===== config.mk =====
export PLATFORM = sky130hd
export DESIGN_NAME = credit_queue_sender_flat
export DESIGN_NICKNAME = d
export VERILOG_FILES = /design/src/rtl/credit_queue_sender_if.sv /design/src/rtl/credit_queue_sender.sv /design/src/flat_wrapper.sv
export SDC_FILE = /design/constraint.sdc
export NUM_CORES = 1
export LEC_CHECK = 0
export ABC_AREA = 1
export CORE_MARGIN = 2
export CORE_UTILIZATION = 36
export DETAILED_ROUTE_END_ITERATION = 12
export PLACE_DENSITY = 0.83
export SLEW_MARGIN = 40
export SYNTH_ARGS = -nofsm -noshare
export SYNTH_HDL_FRONTEND = slang
export SYNTH_SLANG_ARGS = --single-unit

===== constraint.sdc =====
create_clock -name clk -period 1.25 [get_ports clk]
set_input_delay 0.375 -clock clk [delete_from_list [all_inputs] [get_ports clk]]
set_output_delay 0.375 -clock clk [all_outputs]
set_load 0.01 [all_outputs]

===== src/rtl/credit_queue_sender_if.sv =====
// Link bundle between a local producer, the credit sender and the remote queue.
interface credit_queue_sender_if #(
  parameter int unsigned WIDTH = 8,
  parameter int unsigned DEPTH = 2
);
  localparam int unsigned CW = $clog2(DEPTH + 1);

  logic             io_enq_valid;
  logic             io_enq_ready;
  logic [WIDTH-1:0] io_enq_bits;
  logic             io_out_valid;
  logic [WIDTH-1:0] io_out_bits;
  logic             io_credit_return;
  logic [CW-1:0]    io_credits;
  logic             io_overflow;

  // Environment side: producer, remote credit source and observers.
  modport master (
    output io_enq_valid, io_enq_bits, io_credit_return,
    input  io_enq_ready, io_out_valid, io_out_bits, io_credits, io_overflow
  );

  // Sender side.
  modport slave (
    input  io_enq_valid, io_enq_bits, io_credit_return,
    output io_enq_ready, io_out_valid, io_out_bits, io_credits, io_overflow
  );
endinterface


===== src/rtl/credit_queue_sender.sv =====
// Transmit end of a credit-flow-controlled link: accepts items while remote
// space is known to exist and forwards them one cycle later on a registered link.
module credit_queue_sender #(
  parameter int unsigned WIDTH = 8,
  parameter int unsigned DEPTH = 2
) (
  input  logic                  clk,
  input  logic                  reset,
  credit_queue_sender_if.slave  bus
);
  localparam int unsigned CW = $clog2(DEPTH + 1);
  localparam logic [CW-1:0] CREDITS_MAX = CW'(DEPTH);

  logic [CW-1:0]    credits_q;
  logic [CW-1:0]    credits_d;
  logic             overflow_q;
  logic             overflow_d;
  logic             out_valid_q;
  logic [WIDTH-1:0] out_bits_q;
  logic             ready;
  logic             fire;
  logic             ret;

  // Ready comes from register state only, so no combinational path from the link.
  assign ready = (credits_q != '0);
  assign fire  = bus.io_enq_valid & ready;
  assign ret   = bus.io_credit_return;

  // Net credit update; a return at full credit is dropped and flagged.
  always_comb begin
    credits_d  = credits_q;
    overflow_d = overflow_q;
    unique case ({fire, ret})
      2'b10: credits_d = credits_q - CW'(1);
      2'b01: begin
        if (credits_q == CREDITS_MAX) begin
          overflow_d = 1'b1;
        end else begin
          credits_d = credits_q + CW'(1);
        end
      end
      default: credits_d = credits_q;
    endcase
  end

  // Credit counter, sticky overflow flag and output link register.
  always_ff @(posedge clk) begin
    if (reset) begin
      credits_q   <= CREDITS_MAX;
      overflow_q  <= 1'b0;
      out_valid_q <= 1'b0;
      out_bits_q  <= '0;
    end else begin
      credits_q   <= credits_d;
      overflow_q  <= overflow_d;
      out_valid_q <= fire;
      if (fire) begin
        out_bits_q <= bus.io_enq_bits;
      end
    end
  end

  // Port drive.
  assign bus.io_enq_ready = ready;
  assign bus.io_out_valid = out_valid_q;
  assign bus.io_out_bits  = out_bits_q;
  assign bus.io_credits   = credits_q;
  assign bus.io_overflow  = overflow_q;
endmodule


===== src/flat_wrapper.sv =====
// flat-port wrapper written by rule: the top's interface ports become plain ports
module credit_queue_sender_flat 
#(
  parameter int unsigned WIDTH = 8,
  parameter int unsigned DEPTH = 2
)
  (clk, reset, bus_io_enq_valid, bus_io_enq_bits, bus_io_credit_return, bus_io_enq_ready, bus_io_out_valid, bus_io_out_bits, bus_io_credits, bus_io_overflow);
  credit_queue_sender_if #(.WIDTH(WIDTH), .DEPTH(DEPTH)) bus_i ();
  input  logic clk;
  input  logic reset;
  input wire logic [$bits(bus_i.io_enq_valid)-1:0] bus_io_enq_valid;
  input wire logic [$bits(bus_i.io_enq_bits)-1:0] bus_io_enq_bits;
  input wire logic [$bits(bus_i.io_credit_return)-1:0] bus_io_credit_return;
  output wire logic [$bits(bus_i.io_enq_ready)-1:0] bus_io_enq_ready;
  output wire logic [$bits(bus_i.io_out_valid)-1:0] bus_io_out_valid;
  output wire logic [$bits(bus_i.io_out_bits)-1:0] bus_io_out_bits;
  output wire logic [$bits(bus_i.io_credits)-1:0] bus_io_credits;
  output wire logic [$bits(bus_i.io_overflow)-1:0] bus_io_overflow;
  assign bus_i.io_enq_valid = bus_io_enq_valid;
  assign bus_i.io_enq_bits = bus_io_enq_bits;
  assign bus_i.io_credit_return = bus_io_credit_return;
  assign bus_io_enq_ready = bus_i.io_enq_ready;
  assign bus_io_out_valid = bus_i.io_out_valid;
  assign bus_io_out_bits = bus_i.io_out_bits;
  assign bus_io_credits = bus_i.io_credits;
  assign bus_io_overflow = bus_i.io_overflow;
  credit_queue_sender #(.WIDTH(WIDTH), .DEPTH(DEPTH)) u_core (.clk(clk), .reset(reset), .bus(bus_i));
endmodule

### Word level (Yosys, flattened, before mapping)

Index checks and enable logic that the tools add are counted.
Widths: inputs -> output; s select.

* register bits after elaboration: 12
* bits of input ports: 12
* output and inout port bits: 13
* word-level logic and storage cells: 17

* add/subtract/negate cells: 2
* eq/ne operators: 4
* muxes and demuxes: 2
* bitwise operators: 1
* reduce and logical (&&, ||, !) cells: 4

Operator list (number)
* $eq 2x2->1 const B: 2
* $pmux 2 s2: 1
* $reduce_and 2->1: 2
* $reduce_bool 2->1: 2
* $add 2x1->2 const B: 1
* $eq 2x1->1 const B: 1
* $mux 2: 1
* $ne 2x2->1 const B: 1
* $sub 2x1->2 const B: 1
* $and 1x1->1: 1

### Longest topological paths before layout

Gate-level depths: netlist of the first run.

* depth in word-level cells: 5
* gate-level depth with buffers: 6
* depth with buffers taken out: 6

### Worst setup path after synthesis of the first run

No wires, ideal clock.

* kind: reg-to-reg
* start: register u_core.credits_q[0] (netlist: u_core.bus.io_credits[0])
* end: register u_core.credits_q[0] (netlist: u_core.bus.io_credits[0])
* library setup time: 0.115 ns
* arrival time: 0.920 ns
* data required time: 1.135 ns
* path slack: 0.215 ns
* cell stages (with the launch flop): 6
* buffers on the path: 0
* clock period less this slack: 1.035 ns
* cell sequence: dfxtp_1 -> inv_1 -> nand2_2 -> nand3_2 -> a21oi_1 -> nor2_1

* longest elaborated chain between the ends: 5
* elaborated cells on any way between the ends: 12
* classes of those cells: 2 x add/sub; 4 x eq/ne; 2 x mux; 1 x bitwise; 3 x reduce/logical

Ends and longest elaborated chain
* start, declared: RTL line credit_queue_sender.sv:14 `logic [CW-1:0] credits_q;`
* start signal, assigned: RTL line credit_queue_sender.sv:54 `credits_q <= credits_d;`
* $reduce_bool 2->1 *: RTL line credit_queue_sender.sv:25 `assign ready = (credits_q != '0);`
* via bus_io_enq_ready: RTL line flat_wrapper.sv:14 `output wire logic [$bits(bus_i.io_enq_ready)-1:0] bus_io_enq_ready;`
* $and 1x1->1 *: RTL line credit_queue_sender.sv:26 `assign fire = bus.io_enq_valid & ready;`
* $eq 2x1->1 / $eq 2x2->1 (equally long branches): RTL line credit_queue_sender.sv:33 `unique case ({fire, ret})`
* $ne 2x2->1 (no source line) / $reduce_bool 2->1 (equally long branches)
* $reduce_and 2->1 (no source line)

The timed path passes the listed nets; every way through them passes the cells marked *. The select of a mux whose other input is x is not followed.
A chain may end at the register's enable or synchronous reset.

### Worst setup path after layout of the first run

* start: register u_core.credits_q[0] (netlist: u_core.bus.io_credits[0])
* end: output bus_io_credits[0]

RTL lines
* end, declared: RTL line flat_wrapper.sv:17 `output wire logic [$bits(bus_i.io_credits)-1:0] bus_io_credits;`

No word-level cell between the ends.

==> flow_summary.yaml, run 1 <==
clock_tree:
  clock_path_buffers: 2
  clk_latency_ps: 270
  cts_tree: "done"
  htree_levels: 1
  hold_buffers: 0
  clock-sinks: 12
  cts_root_buf: "clkbuf_4"
  clk_pin_slew_ps: 70
  cts_buffers: 3
  cts_setup_buffers: 0
critical_path:
  critical_path_required_ps: 880
  slowest_stage: "dfxtp_2"
  cp.arrival_ps: 850
  cp_top_family: "flip-flops"
  cp_max_fo: 3
  path_class: "flop to output pin"
  cp-end-kind: "output pin"
  path_cells: "buf_4 > buf_2"
  max_stage_delay_ps: 330
  crit_buf_inv: 2
  worst_setup_path_start_kind: "flop"
yosys:
  ys_types: 14
  postSynthAreaPerCell_um2: 7.71
  synth-seq-cells: 12
  ys_warn_count: 0
  syn_inst: 62
  netlist_area_um2: 478
  syn_nets: 74
  ys_seq_area_share_pct: 50.3
sta:
  fin_tns_setup_ps: 0
  max_clock_freq_mhz: 816
  rsz0062_at_grt: "true"
  whs_ps: 448
  slew_violations: 0
  period_share_pct: 98.0
  skew_ps: 0.981
  hold_viol: 0
  finalSetupViolations: 0
  worst_pin_slew_ps: 203
  final.min_clock_period_ps: 1230
  max_slew_margin_pct: 86.4
placed_design:
  dp_hpwl_um: 967
  dp_cells: 108
  io_buffers: 24
  gp_congestion: 0.696
global_route:
  grtUsageMet2_pct: 31.3
  overflow: 0
  gr-usage-met1_pct: 15.6
  gr-usage-met3_pct: 3.33
  busiest_layer: "met2"
  grt_pass1_vias: 440
  grt_usage_pct: 16.8
  grt_pass1_wl_mm: 1.73
  antenna_found_initial: 0
  grt_max_degree: 11
routing:
  drc: 0
  first_iter_violations: 10
  dr_total_vias: 526
  drtAntennaViolNets: 0
  dr.pass1.iters: 4
  vias_per_cell: 4.74
  routed_wl_mm: 1.24
  avgRoutedWirePerCell_um: 11.1
power_and_ir_drop:
  ir_drop_uv: 507
  p_per_area_mw_per_mm2: 1200
  p_leak_nw: 0.386
  fin_total_pwr_mw: 0.959
worst_hold_path:
  hold_class: "flop to flop"
final_layout:
  n_antenna_cell: 0
  post_route_cells_drive_above_1_share_pct: 29.2
  layout.nets: 110
  layout.cells.non_filler: 111
  layout.core_utilization_pct: 63.2
  areaGrowthSynthToFinish_pct: 67.8
die:
  dieArea_mm2: 0.00163
  row_count: 13
  design.core.area_mm2: 0.00127
  pin_count: 25
  die_w_um: 40.4
  die_y_um: 40.4
  initial_core_util_pct: 37.7
run_status:
  status: "finished, final reports clean"
job:
  drv_cap: 0
==> cell usage after synthesis <==
| cell | number | area share [%] |
|---|---|---|
| a21oi_1 | 2 | 2.1 |
| buf_6 | 1 | 2.4 |
| clkinv_4 | 1 | 1.8 |
| dfxtp_1 | 12 | 50 |
| inv_1 | 5 | 3.9 |
| inv_2 | 1 | 0.78 |
| nand2_1 | 4 | 3.1 |
| nand2_2 | 1 | 1.3 |
| nand3_1 | 3 | 3.1 |
| nand3_2 | 1 | 2.1 |
| nand4_1 | 3 | 3.9 |
| nor2_1 | 19 | 15 |
| o21ai_0 | 8 | 8.4 |
| o21ai_2 | 1 | 1.8 |
==> metal layers <==
metal  share of wire [%]  routed length [um]
met1                  38                 469
met2                  52                 648
met3                 8.1                 100
met4                 1.5                  19
met5                   0                   0
==> per-stage QoR <==
stage               setup slack, ps  area, um^2
floorplan                       215         478
global placement               -215         798
detailed placement             -246         798
CTS                           0.133         806
global route                 -0.272         802
finish                         24.8         802
==> logic make-up after synthesis <==
family                 count (synthesis)  synth area share (%)
AO/OA/AOI/OAI                         11                  12.3
AND/OR/NAND/NOR                       31                  28.5
buffers and inverters                  8                  8.90
flip-flops                            12                  50.3
==> path summary, 6_finish.rpt <==
kind	slack [ps]	from	depth (start not counted)	endpoint
setup reg to reg	110	u_core.bus.io_credits[1]	6	u_core.bus.io_out_bits[4]
setup / recovery	20	u_core.bus.io_credits[0]	2	bus_io_credits[0]
hold / removal	450	u_core.bus.io_overflow	2	u_core.bus.io_overflow
hold reg to reg	450	u_core.bus.io_overflow	2	u_core.bus.io_overflow
==> registers in the layout (all words and copies together) (netlist names) <==
signal and flops:
u_core.bus.io_overflow 1, u_core.bus.io_out_valid 1, u_core.bus.io_credits 2, u_core.bus.io_out_bits 8
==> worst reg2reg max path, delay by kind of cell (launching register included) <==
family	cells	cell delay, ps
AO/OA/AOI/OAI	1	190
AND/OR/NAND/NOR	2	140
flip-flops	1	340
buffers and inverters	3	370
==> report_power, final <==
group | switching [mW] | leakage [nW] | internal (mW)
combinational | 0.132 | 0.273 | 0.151
sequential | 0.0227 | 0.0996 | 0.424
clock | 0.118 | 0.0138 | 0.112
total | 0.272 | 0.386 | 0.687
==> layout by cell type (no fill, tap or decap) <==
cell,count
nand2_1,4
a21oi_1,1
buf_2,1
a21oi_2,1
buf_6,1
dfxtp_2,2
clkdlybuf4s15_1,5
clkinv_4,1
clkbuf_4,3
inv_2,2
buf_4,7
clkdlybuf4s15_2,1
dlymetal6s2s_1,1
nand3_1,3
inv_1,4
nand4_1,3
clkbuf_2,5
nor2_1,19
buf_12,1
dfxtp_1,10
clkdlybuf4s50_1,10
nand2_2,1
o21ai_2,1
nand3_2,1
o21ai_0,8
==> final cells by class <==
cell class	count	area, um^2
inverter	7	31.3
sequential	12	243
timing repair buffer	32	288
clock buffer	3	22.5
tap	15	18.8
fill	132	467
multi-input combinational	42	199
==> what timing repair did <==
item | CTS | global route
endpoints found under the setup margin | 13 | 15
resized for setup | 26 | 16
pin swaps | 0 | 0
(Power assumes the default switching activity.)
==> run 2, diff against run 1 <==
- CAP_MARGIN: unset -> 5
- CTS_CLUSTER_SIZE: unset -> 12
==> results of run 2 <==
The final DEF is identical to that of run 1; final timing and power are the same.
==> edit 1, RTL diff (flow settings as in run 2) <==
`WIDTH` is set to 8 in 3 places; all go to 12.
--- a/src/rtl/credit_queue_sender_if.sv
+++ b/src/rtl/credit_queue_sender_if.sv
@@ -1,5 +1,5 @@
 // Link bundle between a local producer, the credit sender and the remote queue.
 interface credit_queue_sender_if #(
-  parameter int unsigned WIDTH = 8,
+  parameter int unsigned WIDTH = 12,
   parameter int unsigned DEPTH = 2
 );
--- a/src/rtl/credit_queue_sender.sv
+++ b/src/rtl/credit_queue_sender.sv
@@ -2,5 +2,5 @@
 // space is known to exist and forwards them one cycle later on a registered link.
 module credit_queue_sender #(
-  parameter int unsigned WIDTH = 8,
+  parameter int unsigned WIDTH = 12,
   parameter int unsigned DEPTH = 2
 ) (
--- a/src/flat_wrapper.sv
+++ b/src/flat_wrapper.sv
@@ -2,5 +2,5 @@
 module credit_queue_sender_flat 
 #(
-  parameter int unsigned WIDTH = 8,
+  parameter int unsigned WIDTH = 12,
   parameter int unsigned DEPTH = 2
 )
Interface: changed (resized bus_io_enq_bits and bus_io_out_bits); port bits go from 25 to 33. No check against the original RTL was run, so the function may have changed too.
==> edit 1 against run 2 <==
Design area increased by 29%; routed wire length rose by 30%; first-iteration DRC count grew to 3.3 times the old value; combinational power is 33% higher; power rose by 36%; register-to-register slack improved by 0.02 ns; sequential cell count up 4; setup slack worse by 0.011 ns; clock skew grew 0.0012 ns; synthesized area is 35% higher; maximum frequency shrank 0.91%; critical path type unchanged.
==> edit 1: results (changes against run 2) <==
| Metric | Value |
|---|---|
| Total Routed Length | `1609 um (+30%)` |
| Wire length of the first global-routing pass | `2408 um (+39%)` |
| Cell leakage power | `0.0005050 uW (+31%)` |
| Fraction of the yosys area taken by sequential cells | `49.81% (-0.46 points)` |
| Non-Filler Instances | `152 (+37%)` |
| Maximum VDD drop | `0.0007975 V (+57%)` |
| Max transition margin | `75.63% (-11 points)` |
| Peak clock frequency supported by timing | `808.7 MHz (-0.91%)` |
| Clock transition at the registers of the reported paths | `0.09 ns (+0.02 ns)` |
| Clock Latency Late Sink | `0.28 ns` |
| Share of the synthesized area in compound gates (AO/OA/AOI/OAI) | `11.87% (-0.44 points)` |
| Worst Hold Class | `register to register` |
| Outcome | `complete, no violations` |
| Placed wire-length estimate | `1112 um (+15%)` |
| Top area cells in the synthesized netlist | `sky130_fd_sc_hd__dfxtp_1, sky130_fd_sc_hd__nor2_1, sky130_fd_sc_hd__o21ai_1` |
| Gpl congestion | `0.7289 (+4.8%)` |
| Length in cells of the worst reg-to-reg path | `7 (+1)` |
| Syn_nets | `99 (+34%)` |
| Maximum buffer depth of the clock tree | `2 (unchanged)` |
| Pre-CTS setup slack | `-0.2687 ns (-0.02234 ns)` |
| Port Buffer Count | `32 (+33%)` |
| Initial antenna violation count | `0 (unchanged)` |
| CP arrival | `0.86 ns` |
| First DRT Iteration DRCs | `33 (+23)` |
| Crit-path max FO | `2 (-1)` |
| Standard cell with the maximum stage delay on the critical path | `sky130_fd_sc_hd__dfxtp_2` |
| Most numerous cell types in the synthesized netlist | `sky130_fd_sc_hd__nor2_1, sky130_fd_sc_hd__dfxtp_1, sky130_fd_sc_hd__nand2_1, sky130_fd_sc_hd__o21ai_1, sky130_fd_sc_hd__inv_1` |
| Cell Area, Placed | `0.001020 sq mm (+28%)` |
| Xor-xnor portion of the synthesized cell area | `0% (unchanged)` |
| Share of cell area taken by muxes after synthesis | `0% (unchanged)` |
| Largest net degree at the start of global routing | `17 (+6)` |
| Largest clock skew in the final design | `0.002210 ns (+0.001229 ns)` |
| Number of instances in the synthesized netlist | `83 (+34%)` |
| Inserted Diodes | `0 (unchanged)` |
| Total global routing track utilization | `16.04% (-0.73 points)` |
| Fraction of final layout cells sized beyond drive strength 1 | `36.22% (+7.1 points)` |
| Via-per-instance ratio | `4.434 (-6.4%)` |
| Total number of nets in the final design | `144 (+31%)` |
| Register-to-Register Setup Slack | `0.13 ns (+0.02 ns)` |
| CTS Root Buffer Type | `sky130_fd_sc_hd__clkbuf_4` |
| Beginning of the worst hold path | `u_core.bus.io_overflow` |
| Number of library cell types mapped by synthesis | `17 (+3)` |
| Number of global-route vias before repair | `628 (+43%)` |
| Worst R2R End | `u_core.bus.io_credits[0]` |
| CP delay by family, top | `flip-flops` |
| Delay contributed by the slowest stage of the critical path | `0.34 ns` |
| Flip-flop count of the largest register, all copies and words added | `12 (+4)` |
## edit 1: cell type report
class / instances / area (sq um)
fill: 153 / 671.9
timing repair buffer: 42 / 344.1
sequential: 16 / 330.3
multi-input combinational: 57 / 261.5
clock buffer: 4 / 36.28
inverter: 8 / 32.53
tap: 25 / 31.28
## edit 1: logic make-up after synthesis
logic type	count (synthesis)
flops	16
simple gates	41
compound gates	15
buf+inv	11
## edit 1: worst max-delay path by stage
stage / from / to / slack (ns) / cells after the start
finish: u_core.bus.io_credits[1] / bus_io_credits[1] / 0.01 / 2
global route: u_core.bus.io_credits[1] / bus_io_credits[1] / -0.02 / 2
CTS: u_core.bus.io_credits[1] / bus_io_credits[1] / -0.0005 / 2
detailed placement: bus_io_enq_valid / u_core.bus.io_credits[1] / -0.27 / 7
global placement: bus_io_enq_valid / u_core.bus.io_credits[1] / -0.20 / 7
floorplan: u_core.bus.io_credits[1] / u_core.bus.io_out_bits[0] / 0.19 / 6
## edit 1: what timing repair did
item / 4_1_cts / 5_1_grt
pin swaps: 0 / 1
resized for setup: 49 / 19
cloned: 0 / 1
hold buffers: 0 / 0
endpoints found under the setup margin: 17 / 24
buffers inserted: 1 / 1
## edit 1: metrics by stage
step                setup TNS (ns)  hold slack [ns]
floorplan                        0           0.4441
global placement            -2.841           0.4355
detailed placement          -3.504           0.4419
CTS                     -0.0005230           0.4554
global route              -0.03533           0.4773
finish                           0           0.4506
## edit 1: power by group
group,total [uW],internal (uW),switching (uW),leakage [uW]
clock network,332,177,155,0.0000210
registers,597,569,28.0,0.000135
logic,375,192,183,0.000349
## edit 1: layer usage
metal | wire, um | vias to the layer above | part of all wire, % | track usage, %
li1 | - | 352 | - | -
met1 | 685 | 290 | 43 | 18.03
met2 | 773 | 30 | 48 | 26.94
met3 | 135 | 2 | 8.4 | 4.706
met4 | 14 | 0 | 0.87 | 8.571
met5 | 0 | - | 0 | 0
## edit 1: worst min-delay path: stages (launching register included)
cell and delay (ns):
sky130_fd_sc_hd__dfxtp_1 0.32, sky130_fd_sc_hd__inv_1 0.05, sky130_fd_sc_hd__a21oi_1 0.05
==> edit 2, RTL diff (settings of run 2) <==
Without the edit above. Make the reset (`reset`) asynchronous in one clocked block.
--- a/src/rtl/credit_queue_sender.sv
+++ b/src/rtl/credit_queue_sender.sv
@@ -45,5 +45,5 @@
 
   // Credit counter, sticky overflow flag and output link register.
-  always_ff @(posedge clk) begin
+  always_ff @(posedge clk or posedge reset) begin
     if (reset) begin
       credits_q   <= CREDITS_MAX;
Formal check against the unedited RTL: differs if reset is asserted again (counterexample within 4 cycles, from zero or initial values and one cycle with reset high); with reset held inactive, the same outputs for 10 cycles.
==> edit 2 against run 2 <==
The flow now finishes with violations (negative setup slack); maximum frequency shrank 11%; sequential cell count is the same; count of clock-buffer cells in the layout grew 1; synthesized area grew 7.6%; routed wire length grew 2.0%; via count shrank 0.38%; largest cell class is now sequential cells; setup slack lost 0.15 ns; design area grew 0.16%.
Power is not compared: it rests on default switching activity, and its combinational part moved more than twofold at a synthesized area within 25%.
==> edit 2: results (changes against run 2) <==
| Metric | Value |
|---|---|
| Violations in the final reports | `negative setup slack` |
| Number of global-route vias before repair | `529 (+20%)` |
| TritonCTS buffer count | `3 (unchanged)` |
| CTS Root Buffer Type | `sky130_fd_sc_hd__clkbuf_4` |
| Length in cells of the worst reg-to-reg path | `8 (+2)` |
| Number of enable flip-flop cells after synthesis | `0 (unchanged)` |
| Crit Reg-Reg Startpoint | `u_core.bus.io_credits[1]` |
| Total Routed Length | `1262 um (+2.0%)` |
| Fraction of final layout cells sized beyond drive strength 1 | `32.26% (+3.1 points)` |
| Cell leakage power | `0.0004391 uW` |
| Largest net degree at the start of global routing | `12 (+1)` |
| Most numerous cell types in the synthesized netlist | `sky130_fd_sc_hd__nand2_1, sky130_fd_sc_hd__dfrtp_1, sky130_fd_sc_hd__nand3_1` |
| CP arrival | `1.00 ns (+0.15 ns)` |
| Yosys Warn Count | `0 (unchanged)` |
| Initial antenna violation count | `0 (unchanged)` |
| Syn_nets | `72 (-2.7%)` |
| Port Buffer Count | `24 (unchanged)` |
| Maximum VDD drop | `0.001097 V` |
| Final number of setup-violating endpoints | `2 (+2)` |
| Flip-flop count of the largest register, all copies and words added | `8 (unchanged)` |
| Fraction of the yosys area taken by sequential cells | `58.64% (+8.4 points)` |
| Post-Route Hold Slack | `0.2786 ns (-0.1698 ns)` |
| Max transition margin | `80.46% (-6.0 points)` |
| Largest clock skew in the final design | `0.003870 ns (+0.002889 ns)` |
| Gpl congestion | `0.7889 (+13%)` |
| Filler Cells Inserted | `127 (-3.8%)` |
| Detailed-router iteration count before antenna repair | `6 (+2)` |
| Wire length of the first global-routing pass | `2132 um (+23%)` |
| Clock Latency Late Sink | `0.26 ns` |
| CTS H-tree depth | `1 (unchanged)` |
| Number of library cell types mapped by synthesis | `9 (-5)` |
| Prevailing post-synth register cell | `sky130_fd_sc_hd__dfrtp_1` |
| Clock transition at the registers of the reported paths | `0.07 ns (about the same)` |
| Via-per-instance ratio | `4.852 (+2.4%)` |
| Outcome | `complete, but fails checks` |
| Top area cells in the synthesized netlist | `sky130_fd_sc_hd__dfrtp_1, sky130_fd_sc_hd__nand2_1, sky130_fd_sc_hd__dfstp_2` |
| Inserted Diodes | `0 (unchanged)` |
| Placed wire-length estimate | `945.2 um (-2.3%)` |
| Worst R2R End | `u_core.bus.io_credits[0]` |
| Register-to-Register Setup Slack | `0.02 ns (-0.09 ns)` |
| Total global routing track utilization | `16.15% (-0.61 points)` |
| Total number of nets in the final design | `106 (-3.6%)` |
| Maximum buffer depth of the clock tree | `2 (unchanged)` |
| Crit-path max FO | `3 (unchanged)` |
| Worst Hold Class | `input pin to async pin` |
| Worst setup slack after layout | `-0.1281 ns (-0.1529 ns)` |
| Async SR Flop Fraction | `100.0% (+100 points)` |
| First DRT Iteration DRCs | `6 (-4)` |
==> edit 2: changes by cell type in the layout (fill, tap and decap cells not counted), sizes merged, moves of 6 or more <==
cell / delta
dfrtp: +11
buf: +9
nand2: +31
clkdlybuf4s15: -6
dfxtp: -12
nor2: -19
o21ai: -9
==> edit 2: how the worst max path moves through the flow <==
stage                                  start                        to
finish              u_core.bus.io_credits[1]          bus_io_enq_ready
global route        u_core.bus.io_credits[1]          bus_io_enq_ready
CTS                 u_core.bus.io_credits[1]          bus_io_enq_ready
detailed placement  u_core.bus.io_credits[1]          bus_io_enq_ready
global placement    u_core.bus.io_credits[1]          bus_io_enq_ready
floorplan           u_core.bus.io_credits[1]  u_core.bus.io_credits[0]
==> edit 2: kinds of logic after synthesis <==
group / share of synthesized area (%)
compound gates: 1.460
simple gates: 34.06
flops: 58.64
buf+inv: 5.840
==> edit 2: what timing repair did <==
item / 4_1_cts / 5_1_grt
endpoints found under the setup margin: 13 / 15
resized for setup: 50 / 7
pin swaps: 1 / 0
setup buffers: 0 / 0
hold buffers: 0 / 0
gates cloned: 0 / 0
==> edit 2: final cells by class <==
type                    count  share of cell area, %
clock buffers               4                  4.517
inverters                   5                  2.960
multi-input cells          42                  24.45
flip-flops and latches     12                  37.54
well taps                  15                  2.336
repair buffers             30                  28.19
==> edit 2: per-layer routing <==
layer  up-vias  track usage (%)  share of wire [%]
met2        19            29.38                 55
met3         0            3.913                7.1
li1        247                -                  -
met4         0            9.677                  0
met5         -                0                  0
met1       258            16.34                 38
==> edit 2: report_power, final <==
part / switching (uW) / internal, uW
Clock: 117 / 177
Sequential: 105 / 579
Combinational: 516 / 415
==> edit 2: worst max-delay path, cell delays in order (launching register included) <==
cell                      delay (ns)
sky130_fd_sc_hd__dfstp_2        0.55
sky130_fd_sc_hd__inv_2          0.05
sky130_fd_sc_hd__nand2_4        0.05
sky130_fd_sc_hd__buf_6          0.09
==> edit 2: through the flow <==
stage	instance area (sq um)	util, %	instances	TNS, ns	worst slack, ns
CTS	803.3	60.97	108	-0.2475	-0.1362
finish	803.3	60.97	108	-0.1922	-0.1281
global placement	807.0	61.25	104	-1.965	-0.2759
detailed placement	807.0	61.25	104	-2.459	-0.2813
floorplan	514.2	-	60	0	0.06338
global route	803.3	60.97	108	-0.3470	-0.1833
